===== src/rtl/cmd_dec_seq.sv =====
// Instruction-to-ALU-enable decoder with registered one-hot outputs and multi-cycle mul/div hold.
// Optional sticky illegal-opcode trap: define CMD_DEC_TRAP_EN to add the trap/trap_clr ports.
module cmd_dec_seq #(
  parameter int OPC_W         = 4,
  parameter int NUM_OPS       = 11,
  parameter int MUL_OPC       = 10,
  parameter int DIV_OPC       = 11,
  parameter int MULDIV_CYCLES = 8
) (
  input  logic               clk,
  input  logic               rst,
  input  logic [7:0]         instruction,
  input  logic               instr_valid,
  output logic               instr_ready,
  input  logic               disable_i,
  output logic [NUM_OPS-1:0] op,
  output logic               op_valid,
  output logic               busy
`ifdef CMD_DEC_TRAP_EN
  ,
  output logic               trap,
  input  logic               trap_clr
`endif
);

  localparam int CNT_W = (MULDIV_CYCLES > 1) ? $clog2(MULDIV_CYCLES) : 1;
  localparam bit MD_HOLD = (MULDIV_CYCLES > 1);
  localparam logic [OPC_W-1:0] MUL_C = OPC_W'(MUL_OPC);
  localparam logic [OPC_W-1:0] DIV_C = OPC_W'(DIV_OPC);

  typedef enum logic [1:0] {
    IDLE,
    EXEC,
    MULTI
  } state_e;

  state_e             state_q, state_d;
  logic [NUM_OPS-1:0] op_q, op_d;
  logic               op_valid_q, op_valid_d;
  logic               busy_q, busy_d;
  logic [CNT_W-1:0]   cnt_q, cnt_d;

  logic [OPC_W-1:0]   opc;
  logic [NUM_OPS-1:0] onehot;
  logic               legal;
  logic               is_md;
  logic               accept;
  logic               illegal_acc;
  logic               unused_hi;

  assign opc       = instruction[OPC_W-1:0];
  assign unused_hi = ^instruction[7:OPC_W];

  always_comb begin
    onehot = '0;
    for (int unsigned i = 0; i < NUM_OPS; i++) begin
      onehot[i] = (opc == OPC_W'(i + 1));
    end
  end

  assign legal       = (opc != '0) && (32'(opc) <= 32'(NUM_OPS));
  assign is_md       = legal && ((opc == MUL_C) || (opc == DIV_C));
  assign instr_ready = !disable_i && (state_q != MULTI);
  assign accept      = instr_valid && instr_ready;
  assign illegal_acc = accept && !legal;

  always_comb begin
    state_d    = state_q;
    op_d       = op_q;
    op_valid_d = op_valid_q;
    busy_d     = busy_q;
    cnt_d      = cnt_q;

    if (disable_i) begin
      state_d    = IDLE;
      op_d       = '0;
      op_valid_d = 1'b0;
      busy_d     = 1'b0;
      cnt_d      = '0;
    end else begin
      case (state_q)
        MULTI: begin
          if (cnt_q == '0) begin
            state_d    = IDLE;
            op_d       = '0;
            op_valid_d = 1'b0;
            busy_d     = 1'b0;
          end else begin
            cnt_d = cnt_q - 1'b1;
          end
        end
        default: begin
          // IDLE and EXEC share the accept path, which gives back-to-back issue from EXEC
          if (accept && legal) begin
            op_d       = onehot;
            op_valid_d = 1'b1;
            if (is_md && MD_HOLD) begin
              state_d = MULTI;
              busy_d  = 1'b1;
              cnt_d   = CNT_W'(MULDIV_CYCLES - 1);
            end else begin
              state_d = EXEC;
              busy_d  = 1'b0;
              cnt_d   = '0;
            end
          end else begin
            state_d    = IDLE;
            op_d       = '0;
            op_valid_d = 1'b0;
            busy_d     = 1'b0;
            cnt_d      = '0;
          end
        end
      endcase
    end
  end

  always_ff @(posedge clk or negedge rst) begin
    if (!rst) begin
      state_q    <= IDLE;
      op_q       <= '0;
      op_valid_q <= 1'b0;
      busy_q     <= 1'b0;
      cnt_q      <= '0;
    end else begin
      state_q    <= state_d;
      op_q       <= op_d;
      op_valid_q <= op_valid_d;
      busy_q     <= busy_d;
      cnt_q      <= cnt_d;
    end
  end

  assign op       = op_q & {NUM_OPS{!disable_i}};
  assign op_valid = op_valid_q & !disable_i;
  assign busy     = busy_q;

`ifdef CMD_DEC_TRAP_EN
  logic trap_q, trap_d;

  always_comb begin
    trap_d = trap_q;
    if (illegal_acc) begin
      trap_d = 1'b1;
    end else if (trap_clr) begin
      trap_d = 1'b0;
    end
  end

  always_ff @(posedge clk or negedge rst) begin
    if (!rst) begin
      trap_q <= 1'b0;
    end else begin
      trap_q <= trap_d;
    end
  end

  assign trap = trap_q;
`else
  logic unused_trap;
  assign unused_trap = illegal_acc;
`endif

endmodule


===== config.mk =====
export PLATFORM = sky130hd
export DESIGN_NAME = cmd_dec_seq
export DESIGN_NICKNAME = d
export VERILOG_FILES = /design/src/rtl/cmd_dec_seq.sv
export SDC_FILE = /design/constraint.sdc
export NUM_CORES = 1
export LEC_CHECK = 0
export ABC_AREA = 1
export BUFFER_PORTS_ARGS = -buffer_cell sky130_fd_sc_hd__buf_4
export CAP_MARGIN = 20
export CELL_PAD_IN_SITES_DETAIL_PLACEMENT = 0
export CELL_PAD_IN_SITES_GLOBAL_PLACEMENT = 2
export CORE_MARGIN = 5
export CORE_UTILIZATION = 31
export CTS_CLUSTER_SIZE = 40
export DETAILED_ROUTE_END_ITERATION = 8
export PLACE_DENSITY_LB_ADDON = 0.1
export SLEW_MARGIN = 20
export SYNTH_ARGS = -nofsm -noshare
export SYNTH_HDL_FRONTEND = slang
export SYNTH_SLANG_ARGS = --single-unit

===== constraint.sdc =====
create_clock -name clk -period 3.3 [get_ports clk]
set_clock_uncertainty 0.1 [all_clocks]
set_input_delay 0.165 -clock clk [delete_from_list [all_inputs] [get_ports clk]]
set_output_delay 0.165 -clock clk [all_outputs]
set_load 0.01 [all_outputs]

==> impl_results.md <==
- Status: finished clean
- Synth async-reset ratio: 100%
- Die Area: 4340 sq um
- Reg2Reg Depth: 6
- Synth area leaders: dfrtp_1 44%, o22ai_2 12%, nand2_1 9.3%
- Setup violators final: 0
- CTS Hold Buffers Added: 2
- Multi-input logic area: 423 sq um
- RSZ-0062 raised after global routing: false
- Hold path cells: 4
- DP Cell Count: 177
- RD Place Congestion: 0.756
- PD cells: 315 nW/um^2
- Crit path kind: flop to flop
- Vias in the first global route: 739
- Post-Route WL: 2090 um
- Crit end category: flop
- Detail Route Antenna Nets: 0
- Setup TNS: 0 ns
- Lkg Pwr: 0.583 nW
- Sink Count: 17
- Clock tree buffer depth: 2
- DR vias: 757
- Final Critical Period: 1.72 ns
- Via density: 4.14
- Post-synthesis cell count: 115
- Critical path's largest stage delay: 0.38 ns
- Worst hold path class: input port to flop
- Hold Fails Final Rpt: 0
- CTS tree: yes
- Least-Margin Pin Slew: 0.431 ns
- Cell taking the most area after synthesis: dfrtp_1
- Max-slew headroom: 71.3%
- Crit path required time: 3.42 ns
- Worst vdd ir: 226 uV
- Post-DP HPWL: 1510 um
- Top cell type's share of synthesized area: 43.9%
- Most frequent cell after synthesis: nand2_1
- CP cell instances: inv_1 -> ha_1 -> ha_1 -> inv_1 -> nand3_2 -> o22ai_1
- First-pass GRT wire length: 3560 um
- Main synth FF type: dfrtp_1
- Flops & latches, synth: 17
- Synthesized area: 968 sq um
- H-tree depth: 1
- Effective utilization at floorplan: 32.0%
- Port Buffers: 21
- M1 WL: 1110 um
- Sequential cell area: 425 sq um
- Yosys cell types: 19
- Critical path's slowest cell: dfrtp_1
- Syn-to-layout area delta: 24.2%
- FP Rows: 20
- Fill cells: 317
- IO Pins: 26
- Drt initial violations: 30
- Max Cap Viol: 0
- Die height: 65.9 um
- Max Slew Vio Count: 0
- Drt pass-1 iters: 4
- Share of cells above drive strength 1: 36.7%
- Post-CTS setup buffers: 0
- Ant. Diodes: 0
- Highest routed layer: met4
- Post-synth net total: 129
- Cell Count, Final, Fillers Out: 183
- Wire length on met2: 834 um
- Tcrit/Tclk final: 52.0%
- EDFF count, synth: 0
- Initial antenna violation count: 0
- Die W: 65.9 um
- Worst setup SP type: flop
- GRT overflow: 0
- WL/cell: 11.4 um
- Mean Syn Cell Area: 8.42 sq um
- Nets: 154
- Yosys warns: 0
- Core Area: 3030 sq um
- Clock slew at reported path FFs: 0.11 ns
- Largest net degree at the start of global routing: 18
- Total track usage: 10.9%
- Num CTS Buffers: 3
- Detailed-route DRC error count: 0
- Max Freq: 582 MHz
- WP data arrival: 1.83 ns
- WL met3: 122 um
- Post-synthesis sequential area ratio: 43.9%
- CTS resizes: 0
- Clk_lat worst skew: 0.29 ns
- Root Buffer Master: clkbuf_4
- Synth top cells by count: 24 x nand2_1, 21 x inv_1, 17 x dfrtp_1, 15 x nor2_1, 9 x o22ai_2
- CP max FO: 13
[metrics by stage]
stage	hold slack (ns)	setup WS [ns]	util (%)	instance area, sq um	total power [mW]
after floorplan	-0.231	1.92	-	968	0.245
after global placement	-0.0552	1.62	38.1	1150	0.266
after detailed placement	-0.0529	1.60	38.1	1150	0.267
after CTS	0.0799	1.58	39.7	1200	0.386
after global routing	0.0832	1.49	39.7	1200	0.400
final	0.0882	1.58	39.7	1200	0.379
[per-layer routing]
metal,vias to the layer above,GRT usage (%)
met5,-,0
met4,0,3.11
met3,2,3.91
met2,18,14.9
met1,334,15.7
li1,403,-
[cell usage in the layout (no fill, tap or decap), drive strengths merged]
cell	instances
a21oi	3
buf	21
clkbuf	3
clkinv	1
dfrtp	17
dlygate4sd3	2
ha	2
inv	25
nand2	29
nand3	2
nor2	20
nor3	1
o21ai	2
o22ai	11
[cell type report]
type	count	share of cell area (%)
clock buffers	3	1.87
clock inverters	1	0.416
multi-input cells	70	35.2
repair buffers	23	14.8
inverters	25	7.80
well taps	44	4.58
flip-flops and latches	17	35.4
[path summary, 6_finish.rpt]
| check | start | endpoint | slack, ns |
|---|---|---|---|
| max | cnt_q[0] | op_q[2] | 1.58 |
| min | instruction[2] | op_q[2] | 0.09 |
| max reg2reg | cnt_q[0] | op_q[2] | 1.58 |
| min reg2reg | cnt_q[2] | cnt_q[2] | 0.40 |
| max in group asynchronous | rst | cnt_q[0] | 2.75 |
| min in group asynchronous | rst | op_q[4] | 0.16 |
[power by group]
group          switching (mW)  internal [mW]
Combinational          0.0320         0.0188
Clock                  0.0710         0.0451
Sequential            0.00123          0.211
Total                   0.104          0.275
[cells by family after synthesis]
group / after synthesis / synth area share, %
compound gates: 16 / 15.9
fa+ha+maj: 2 / 2.58
buf+inv: 28 / 12.4
flops: 17 / 43.9
simple gates: 52 / 25.2
[registers in the layout, summed over array words and instances, names as in the netlist]
signal and flops:
op_q 11, cnt_q 3, state_q 2, op_valid_q 1
[worst max-delay path, delay by kind of cell (launching register included)]
| kind | cells | cell delay [ns] |
|---|---|---|
| compound gates | 1 | 0.29 |
| fa+ha+maj | 2 | 0.36 |
| buf+inv | 2 | 0.15 |
| flops | 1 | 0.38 |
| simple gates | 1 | 0.36 |
No activity file was read; power rests on OpenSTA's default activity.
